<file path="src/rtl/smart_toilet_dose_sequencer.sv">
`default_nettype none
// +--------------------------------------------------------------------------+
// | Module  : smart_toilet_dose_sequencer                                    |
// | Brief   : Staggered inlet-valve dosing sequencer for the smart_toilet    |
// |           fluidic netlist: soln3 -> +soln2 -> +soln1 -> flush -> done.   |
// | Revision: 1.0  initial release                                           |
// +--------------------------------------------------------------------------+
module smart_toilet_dose_sequencer #(
   parameter int CNT_W        = 16,
   parameter int FLUSH_CYCLES = 64,
   parameter int RUN_W        = 8
) (
   input  logic             clk,
   input  logic             rst_n,
   input  logic             start_valid,
   output logic             start_ready,
   input  logic [CNT_W-1:0] cfg_lead3,
   input  logic [CNT_W-1:0] cfg_lead2,
   input  logic [CNT_W-1:0] cfg_mix,
   input  logic             abort,
   output logic             valve_soln1,
   output logic             valve_soln2,
   output logic             valve_soln3,
   output logic             valve_flush,
   output logic             busy,
   output logic             done,
   output logic             aborted,
   output logic             cfg_err,
   output logic [RUN_W-1:0] run_count
);

   typedef enum logic [2:0] {
      S_IDLE  = 3'd0,
      S_LEAD3 = 3'd1,
      S_LEAD2 = 3'd2,
      S_MIX   = 3'd3,
      S_FLUSH = 3'd4,
      S_DONE  = 3'd5
   } state_t;

   localparam logic [CNT_W-1:0] c_flush_load = CNT_W'(FLUSH_CYCLES - 1);

   state_t           r_state, w_state_nxt;
   logic [CNT_W-1:0] r_timer, w_timer_nxt;
   logic [CNT_W-1:0] r_lead2, w_lead2_nxt;
   logic [CNT_W-1:0] r_mix,   w_mix_nxt;
   logic             r_abort_flag, w_abort_flag_nxt;
   logic             w_cfg_err_nxt;
   logic             w_accept;
   logic             w_timer_zero;
   logic             w_run_inc;

   logic             r_start_ready, r_busy, r_done, r_aborted, r_cfg_err;
   logic             r_v1, r_v2, r_v3, r_vf;
   logic [RUN_W-1:0] r_run_count;

   // A zero-length phase still lasts one cycle, so the load value is max(len,1)-1.
   function automatic logic [CNT_W-1:0] len_m1(input logic [CNT_W-1:0] len);
      return (len == '0) ? '0 : len - 1'b1;
   endfunction

   assign w_accept     = start_valid & r_start_ready;
   assign w_timer_zero = (r_timer == '0);
   assign w_run_inc    = (r_state == S_FLUSH) && (w_state_nxt == S_DONE) && !w_abort_flag_nxt;

   // Next-state, phase timer and latched-configuration logic.
   always_comb begin
      w_state_nxt      = r_state;
      w_timer_nxt      = r_timer;
      w_lead2_nxt      = r_lead2;
      w_mix_nxt        = r_mix;
      w_abort_flag_nxt = r_abort_flag;
      w_cfg_err_nxt    = 1'b0;
      case (r_state)
         S_IDLE: begin
            if (w_accept) begin
               if (cfg_mix != '0) begin
                  w_state_nxt      = S_LEAD3;
                  w_timer_nxt      = len_m1(cfg_lead3);
                  w_lead2_nxt      = cfg_lead2;
                  w_mix_nxt        = cfg_mix;
                  w_abort_flag_nxt = 1'b0;
               end else begin
                  w_cfg_err_nxt = 1'b1;
               end
            end
         end
         S_LEAD3: begin
            if (abort) begin
               w_state_nxt      = S_FLUSH;
               w_timer_nxt      = c_flush_load;
               w_abort_flag_nxt = 1'b1;
            end else if (w_timer_zero) begin
               w_state_nxt = S_LEAD2;
               w_timer_nxt = len_m1(r_lead2);
            end else begin
               w_timer_nxt = r_timer - 1'b1;
            end
         end
         S_LEAD2: begin
            if (abort) begin
               w_state_nxt      = S_FLUSH;
               w_timer_nxt      = c_flush_load;
               w_abort_flag_nxt = 1'b1;
            end else if (w_timer_zero) begin
               w_state_nxt = S_MIX;
               w_timer_nxt = len_m1(r_mix);
            end else begin
               w_timer_nxt = r_timer - 1'b1;
            end
         end
         S_MIX: begin
            if (abort) begin
               w_state_nxt      = S_FLUSH;
               w_timer_nxt      = c_flush_load;
               w_abort_flag_nxt = 1'b1;
            end else if (w_timer_zero) begin
               w_state_nxt = S_FLUSH;
               w_timer_nxt = c_flush_load;
            end else begin
               w_timer_nxt = r_timer - 1'b1;
            end
         end
         S_FLUSH: begin
            if (w_timer_zero) begin
               w_state_nxt = S_DONE;
            end else begin
               w_timer_nxt = r_timer - 1'b1;
            end
         end
         S_DONE: begin
            w_state_nxt = S_IDLE;
         end
         default: begin
            w_state_nxt = S_IDLE;
         end
      endcase
   end

   // State, timer and registered outputs; outputs are decoded from the next state so they
   // change on the same edge as the state and valves close immediately on async reset.
   always_ff @(posedge clk or negedge rst_n) begin
      if (!rst_n) begin
         r_state       <= S_IDLE;
         r_timer       <= '0;
         r_lead2       <= '0;
         r_mix         <= '0;
         r_abort_flag  <= 1'b0;
         r_start_ready <= 1'b1;
         r_busy        <= 1'b0;
         r_done        <= 1'b0;
         r_aborted     <= 1'b0;
         r_cfg_err     <= 1'b0;
         r_v1          <= 1'b0;
         r_v2          <= 1'b0;
         r_v3          <= 1'b0;
         r_vf          <= 1'b0;
         r_run_count   <= '0;
      end else begin
         r_state       <= w_state_nxt;
         r_timer       <= w_timer_nxt;
         r_lead2       <= w_lead2_nxt;
         r_mix         <= w_mix_nxt;
         r_abort_flag  <= w_abort_flag_nxt;
         r_start_ready <= (w_state_nxt == S_IDLE);
         r_busy        <= (w_state_nxt != S_IDLE);
         r_done        <= (w_state_nxt == S_DONE);
         r_aborted     <= (w_state_nxt == S_DONE) && w_abort_flag_nxt;
         r_cfg_err     <= w_cfg_err_nxt;
         r_v1          <= (w_state_nxt == S_MIX);
         r_v2          <= (w_state_nxt == S_MIX) || (w_state_nxt == S_LEAD2);
         r_v3          <= (w_state_nxt == S_MIX) || (w_state_nxt == S_LEAD2) ||
                          (w_state_nxt == S_LEAD3);
         r_vf          <= (w_state_nxt == S_FLUSH);
         if (w_run_inc) begin
            r_run_count <= r_run_count + 1'b1;
         end
      end
   end

   assign start_ready = r_start_ready;
   assign busy        = r_busy;
   assign done        = r_done;
   assign aborted     = r_aborted;
   assign cfg_err     = r_cfg_err;
   assign valve_soln1 = r_v1;
   assign valve_soln2 = r_v2;
   assign valve_soln3 = r_v3;
   assign valve_flush = r_vf;
   assign run_count   = r_run_count;

endmodule
`default_nettype wire

</file>
<file path="config.mk">
export PLATFORM = sky130hd
export DESIGN_NAME = smart_toilet_dose_sequencer
export DESIGN_NICKNAME = d
export VERILOG_FILES = /design/src/rtl/smart_toilet_dose_sequencer.sv
export SDC_FILE = /design/constraint.sdc
export NUM_CORES = 1
export LEC_CHECK = 0
export BUFFER_PORTS_ARGS = -buffer_cell sky130_fd_sc_hd__buf_2
export CAP_MARGIN = 40
export CORE_MARGIN = 2
export CORE_UTILIZATION = 58
export DETAILED_ROUTE_END_ITERATION = 12
export PLACE_DENSITY = 0.81
export SYNTH_ARGS = -nofsm -noshare
export SYNTH_HDL_FRONTEND = slang
export SYNTH_SLANG_ARGS = --single-unit
</file>
<file path="constraint.sdc">
create_clock -name clk -period 3.3 [get_ports clk]
set_clock_uncertainty 0.1 [all_clocks]
set_input_delay 0.495 -clock clk [delete_from_list [all_inputs] [get_ports clk]]
set_output_delay 0.495 -clock clk [all_outputs]
set_load 0.01 [all_outputs]
</file>
==> metrics.md, run 1 <==
| Metric | Value |
|---|---|
| Status | finished, final reports clean |
| DR WL/cell | 18.3 um |
| Vias | between 4000 and 5000 |
| Max stage delay on crit path | around 0.58 ns |
| Post-Syn Area | 0.00471 sq mm |
| IO Port Bufs | between 60 and 70 |
| Transition time at the pin with the least slew margin | between 0.7 and 0.8 ns |
| Worst Path Arrival | roughly 3.1 ns |
| Fill cells | between 600 and 700 |
| #FFs+latches synth | 69 |
| Final slew viol count | 0 |
| Achievable frequency | roughly 340 MHz |
| Max Cap Viol | 0 |
| Worst setup EP type | flip-flop |
| Post-CTS setup buffers | 0 |
| Inserted Clock Buffers | 9 |
| PwrDens | between 800 and 900 mW/mm^2 |
| Design Area, Final | between 0.005 and 0.006 sq mm |
| Cells along the critical path | or4_4, nor3_2, nand2_1, o41ai_1, a211oi_1, o21ai_1 |
| Cts repair resizes | 0 |
| Period utilization | between 80% and 90% |
| Final setup violation count | 0 |
| Global route total overflow | 0 |
| Master of the slowest instance on the critical path | or4_4 |
| Clock-pin slew on the worst setup and hold paths | 0.07 ns |
| CTS tree | done |
| Global-route wire length before repair | around 22000 um |
| CP Max Fanout | 9 |
| Fin util | about two thirds |
| Number of synthesized flops with an enable pin | 0 |
| Synth warn | 0 |
| Largest net degree at the start of global routing | between 50 and 60 |
| Slew HR | between 40% and 50% |
| Ant diodes | 0 |
| Unrepaired setup endpoints after global routing | false |
| Drt total wl | around 14000 um |
| Initial antenna violation count | 0 |
| Final hold vios | 0 |
| Io pins | 69 |
| Library cells used by synthesis | 69 |
| Initial DRC Count | between 400 and 500 |
| Die Y | between 90 and 100 um |
| Sequential share of the synthesized area | a little under two fifths |
| Core Area | between 0.007 and 0.008 sq mm |
| Syn_nets | about 630 |
| Clock sinks | ~70 |
| Area Growth Syn to Fin | 13.4% |
| Synth Flop Type | dfrtp_1 |
| # hold bufs at CTS | 1 |
| H-tree depth | 3 |
| Root Driver | clkbuf_8 |
| Final GP Congestion | between 1 and 1.5 |
| Layout cell share with drive strength beyond 1 | between 10% and 20% |
| Post-DRT Antenna Nets | 0 |
| Largest cells by area after synthesis | dfrtp_1, nand2_1, xnor2_1 |
| Setup TNS | 0 ns |
| CP startpoint kind | flip-flop |
| Post-DP Area | a little over 0.005 sq mm |
| Max Root-Sink Buffers | 2 |
| Required @ worst endpoint | approximately 3.5 ns |
| Max IR drop VDD | ~0.45 mV |
| Die width | roughly 94 um |
| # nets final | a little under 700 |
| DRC viols | 0 |
| Site Rows | 32 |
| Initial core utilization | around three fifths |
| Die ar. | around 0.0089 sq mm |
| DR vias/cell | about 6.5 |
| Setup Crit Path Kind | reg2reg |
| WHS | about 0.22 ns |
| Area leader, netlist | dfrtp_1 |
| Cells after Synth | ~580 |
| Clock latency on the worst-skew pair | 0.36 ns |
| Tmin final | just under 3 ns |
| Syn Area/Cell | ~8.2 sq um |
| Gr usage total | about a third |
| Post-synth top area share | 36.1% |
| HP Class | in2reg |
| DR pass1 iterations | 5 |
| Dpl hpwl | 10100 um |
| Vias in the first global route | between 4000 and 5000 |
| Synth async-reset ratio | 100% |
| Leakage | approximately 2.3 nW |
flip-flops by register name, indices dropped and copies added, names as in the netlist:
register / count
valve_soln3: 1
start_ready: 1
cfg_err: 1
aborted: 1
busy: 1
valve_soln1: 1
done: 1
r_mix: 16
r_abort_flag: 1
valve_soln2: 1
r_state: 3
run_count: 8
valve_flush: 1
r_lead2: 16
r_timer: 16
placed cells by master, fill, tap and decap left out, drive strengths merged, types with 5 or more instances in the layout:
| master | n |
|---|---|
| a31oi | 6 |
| buf | 80 |
| xnor2 | 22 |
| or4 | 18 |
| xor2 | 15 |
| a221oi | 5 |
| nand4 | 15 |
| o211ai | 6 |
| nor2 | 46 |
| o31ai | 8 |
| nor4 | 26 |
| o21ai | 24 |
| dfrtp | 68 |
| inv | 11 |
| nand2 | 103 |
| mux2i | 6 |
| nor2b | 8 |
| ha | 5 |
| o22ai | 9 |
| nand3 | 15 |
| a21oi | 28 |
| nor3 | 21 |
| clkbuf | 10 |
final cells by class:
type	instances	area (sq um)	area share, %
multi-input combinational	464	2810	52.6
clock inverter	6	65.1	1.22
clock buffer	10	128	2.39
inverter	11	41.3	0.773
sequential	69	1730	32.3
timing repair buffer	81	440	8.25
tap	102	128	2.39
synthesized netlist by cell type (5+ instances only):
master / count
nand2_1: 103
dfrtp_1: 68
nor2_1: 45
a21oi_1: 27
clkbuf_1: 26
nor4_1: 23
xnor2_1: 22
nor3_1: 20
o21ai_0: 19
nand3_1: 15
nand4_1: 15
or4_1: 15
xor2_1: 15
inv_1: 11
o22ai_1: 9
nor2b_1: 8
o31ai_1: 8
a31oi_1: 6
mux2i_1: 6
o211ai_1: 6
a221oi_1: 5
ha_1: 5
o21ai_1: 5
through the flow:
stage / std cells / setup slack, ns / total power [mW]
floorplan: 576 / 0.859 / 3.12
global placement: 726 / 0.538 / 3.69
detailed placement: 726 / 0.527 / 3.76
CTS: 743 / 0.503 / 4.46
global route: 743 / 0.242 / 4.85
finish: 743 / 0.364 / 4.53
critical path: cells and delay by family, from the launching register on:
kind             cells  cell delay, ns
AO/OA/AOI/OAI        3            0.77
flip-flops           1            0.48
AND/OR/NAND/NOR      3            1.50
report_power, final:
| part | internal [mW] | switching (mW) | leakage, nW |
|---|---|---|---|
| combinational | 0.855 | 1.30 | 1.33 |
| clock | 0.349 | 0.342 | 0.0962 |
| sequential | 1.20 | 0.488 | 0.868 |
routing by layer:
layer | wire, um | track usage [%] | up-vias
li1 | - | - | 2249
met1 | 5590 | 42.6 | 2262
met2 | 6350 | 51.5 | 276
met3 | 1150 | 5.14 | 48
met4 | 501 | 15.0 | 0
met5 | 0 | 0 | -
logic make-up after synthesis:
kind of cell	synth area share [%]
compound gates	16.9
xor+xnor	6.88
fa+ha+maj	1.33
buf+inv	3.69
flops	36.7
mux	1.99
simple gates	32.5
final timing paths:
kind                                     startpoint                        to  cells past startpoint  slack (ns)
hold reg to reg            run_count[7]$_DFFE_PN0P_  run_count[7]$_DFFE_PN0P_                      1        0.38
hold / removal                        cfg_lead2[13]   r_lead2[13]$_DFFE_PN0P_                      3        0.22
max in group asynchronous                     rst_n    r_lead2[6]$_DFFE_PN0P_                      3        1.59
setup reg to reg            r_timer[10]$_DFFE_PN0P_    r_timer[4]$_DFFE_PN0P_                      6        0.36
setup / recovery            r_timer[10]$_DFFE_PN0P_    r_timer[4]$_DFFE_PN0P_                      6        0.36
min in group asynchronous                     rst_n            busy$_DFF_PN0_                      2        0.51
(Power assumes the default switching activity.)
==> run 2, diff against run 1 <==
--- a/config.mk
+++ b/config.mk
@@ -8,9 +8,9 @@
 export BUFFER_PORTS_ARGS = -buffer_cell sky130_fd_sc_hd__buf_2
 export CAP_MARGIN = 40
 export CORE_MARGIN = 2
-export CORE_UTILIZATION = 58
+export CORE_UTILIZATION = 45
 export DETAILED_ROUTE_END_ITERATION = 12
-export PLACE_DENSITY = 0.81
+export PLACE_DENSITY = 0.68
 export SYNTH_ARGS = -nofsm -noshare
 export SYNTH_HDL_FRONTEND = slang
 export SYNTH_SLANG_ARGS = --single-unit
==> constraint.sdc (replaced) <==
create_clock -name clk -period 2.5 [get_ports clk]
set_clock_uncertainty 0.1 [all_clocks]
set_input_delay 0.375 -clock clk [delete_from_list [all_inputs] [get_ports clk]]
set_output_delay 0.375 -clock clk [all_outputs]
set_load 0.01 [all_outputs]
==> run 2 against run 1 <==
  * Global-route usage fell by 5.6 points
  * Worst hold slack got worse by 0.13 ns
  * Via count rose by 1.4%
  * Worst setup slack got worse by 0.32 ns
  * Non-clock buffer count rose by 66
  * Utilization fell by 9.2 points
  * Combinational power rose by 71%
  * Routed wire length rose by 7.5%
  * Critical path type unchanged
  * Fmax rose by 19%
  * Sequential cell count did not move
==> metrics.md, run 2 (synthesized netlist as in run 1, its figures left out) <==
| Metric | Value |
|---|---|
| Dpl hpwl | 11000 um (+8.7%) |
| Most common cell after layout, fill and taps aside | nand2_1 |
| Worst Path Arrival | 2.62 ns (-0.50 ns) |
| Vias in the first global route | 4622 (+5.3%) |
| Global route total overflow | 0 (unchanged) |
| Achievable frequency | 407 MHz (+19%) |
| Site Rows | 37 (+16%) |
| Gr usage total | 26.6% (-5.6 points) |
| PwrDens | 1100 mW/mm^2 (+30%) |
| Max IR drop VDD | 0.515 mV (+14%) |
| Area Growth Syn to Fin | 28.6% |
| Cells along the critical path | inv_1, ha_1, or3b_4, nor4_4, or4b_2, o221ai_1, a21oi_1, a31oi_1 |
| DR vias/cell | 5.82 (-11%) |
| Initial DRC Count | 354 (-23%) |
| Max stage delay on crit path | 0.70 ns (+0.12 ns) |
| WHS | 0.0970 ns (-0.126 ns) |
| Die Y | 106 um (+13%) |
| Root Driver | clkbuf_8 |
| Clock-pin slew on the worst setup and hold paths | 0.08 ns (about the same) |
| Die ar. | 0.0113 sq mm (+28%) |
| Worst setup EP type | flip-flop |
| Transition time at the pin with the least slew margin | 0.603 ns (-0.157 ns) |
| DR pass1 iterations | 6 (+1) |
| # nets final | 759 (+9.5%) |
| Global-route wire length before repair | 23600 um (+7.2%) |
| Die width | 106 um (+13%) |
| Period utilization | 98.3% (+9.3 points) |
| Slew HR | 59.8% (+11 points) |
| Final GP Congestion | 0.950 (-8.6%) |
| FF-to-FF Start | r_mix[0]$_DFFE_PN0P_ |
| Layout cell share with drive strength beyond 1 | 29.6% (+11 points) |
| Initial core utilization | 46.0% (-14 points) |
| Required @ worst endpoint | 2.67 ns (-0.81 ns) |
| Largest net degree at the start of global routing | 45 (-12%) |
| Unrepaired setup endpoints after global routing | true |
| CP Max Fanout | 8 (-1) |
| Io pins | 69 (unchanged) |
| Crit path from | r_mix[0]$_DFFE_PN0P_ |
| Tmin final | 2.46 ns (-0.478 ns) |
| Clock latency on the worst-skew pair | 0.36 ns (about the same) |
| FF-to-FF setup slack | 0.04 ns (-0.32 ns) |
| Vias | 4905 (+1.4%) |
| Design Area, Final | 0.00606 sq mm (+13%) |
| Final slew viol count | 0 (unchanged) |
| Max Cap Viol | 0 (unchanged) |
| Ant diodes | 0 (unchanged) |
| Core Area | 0.0102 sq mm (+31%) |
| R2R cell count | 8 (+2) |
| Min-Delay Startpoint | cfg_lead2[5] |
| Largest registers | r_lead2 (16), r_mix (16), r_timer (16) |
| H-tree depth | 3 (unchanged) |
| Most frequent cells in the layout | nand2_1, buf_4, buf_2 |
| Clock sinks | 69 (unchanged) |
| DR WL/cell | 17.3 um (-5.3%) |
| Leakage | 2.65 nW (+15%) |
| Final hold vios | 0 (unchanged) |
| Max Root-Sink Buffers | 2 (unchanged) |
| CTS tree | done |
| IO Port Bufs | 68 (unchanged) |
| CP startpoint kind | flip-flop |
| Master of the slowest instance on the critical path | or4b_2 |
| Drt total wl | 14600 um (+7.5%) |
| Post-DP Area | 0.00567 sq mm (+10%) |
| Setup Crit Path Kind | reg2reg |
| DRC viols | 0 (unchanged) |
| Post-DRT Antenna Nets | 0 (unchanged) |
| HP Class | in2reg |
| Final setup violation count | 0 (unchanged) |
| Cell depth of the worst hold path | 3 (unchanged) |
| Status | finished, final reports clean |
| Initial antenna violation count | 0 (unchanged) |
| Inserted Clock Buffers | 9 (unchanged) |
## run 2: cell count changes in the layout (fill, tap and decap cells not counted), moves of 3 or more
| cell | change |
|---|---|
| a21oi_1 | -3 |
| buf_12 | +4 |
| buf_4 | +60 |
| nor4_1 | -4 |
| or4_1 | -4 |
| or4_4 | +4 |
## run 2: layout make-up
class,count,area [sq um]
fillers,951,4170
multi-input cells,464,2940
flip-flops and latches,69,1730
repair buffers,147,993
well taps,136,170
clock buffers,10,138
clock inverters,6,45.0
inverters,11,41.3
## run 2: worst max-delay path, delay by kind of cell, from the launching register on
family / cells / cell delay, ns
AND/OR/NAND/NOR: 3 / 1.08
AO/OA/AOI/OAI: 3 / 0.56
adder cells (fa/ha/maj): 1 / 0.22
buffers and inverters: 1 / 0.06
flip-flops: 1 / 0.34
## run 2: power breakdown
group	internal, mW	switching [mW]	leakage [nW]
Sequential	1.58	0.533	0.867
Combinational	1.64	2.05	1.69
Clock	0.392	0.481	0.0853
Total	3.61	3.06	2.65
## run 2: path summary, 6_finish.rpt
check                                                 to
worst max-delay path              r_timer[5]$_DFFE_PN0P_
worst min-delay path              r_lead2[5]$_DFFE_PN0P_
worst max register to register    r_timer[5]$_DFFE_PN0P_
worst min register to register  run_count[7]$_DFFE_PN0P_
max in group asynchronous          start_ready$_DFF_PN1_
min in group asynchronous           r_mix[5]$_DFFE_PN0P_
## run 2: repair_timing
item / CTS / global route
pin swaps: 0 / 5
resized for setup: 3 / 28
buffers inserted: 1 / 7
endpoints found under the setup margin: 9 / 24
hold buffers: 1 / 0
endpoints found under the hold margin: 25 / 0
## run 2: metal layers
layer,vias to the layer above,global-route usage (%),part of all wire [%]
li1,2376,-,-
met1,2311,35.5,44
met2,186,42.4,47
met3,32,5.89,6.3
met4,0,9.68,2.9
met5,-,0,0
## run 2: stage by stage
step                      utilization [%]  worst slack (ns)  TNS, ns  instances  power (mW)
after floorplan                         -            0.0587        0        576        4.12
after CTS                            57.5            0.0270        0        836        6.45
after global routing                 59.2           -0.0540   -0.159        843        7.16
after detailed placement             55.4            -0.151   -0.261        818        5.54
after global placement               55.4            0.0278        0        818        5.46
final                                59.2            0.0423        0        843        6.67
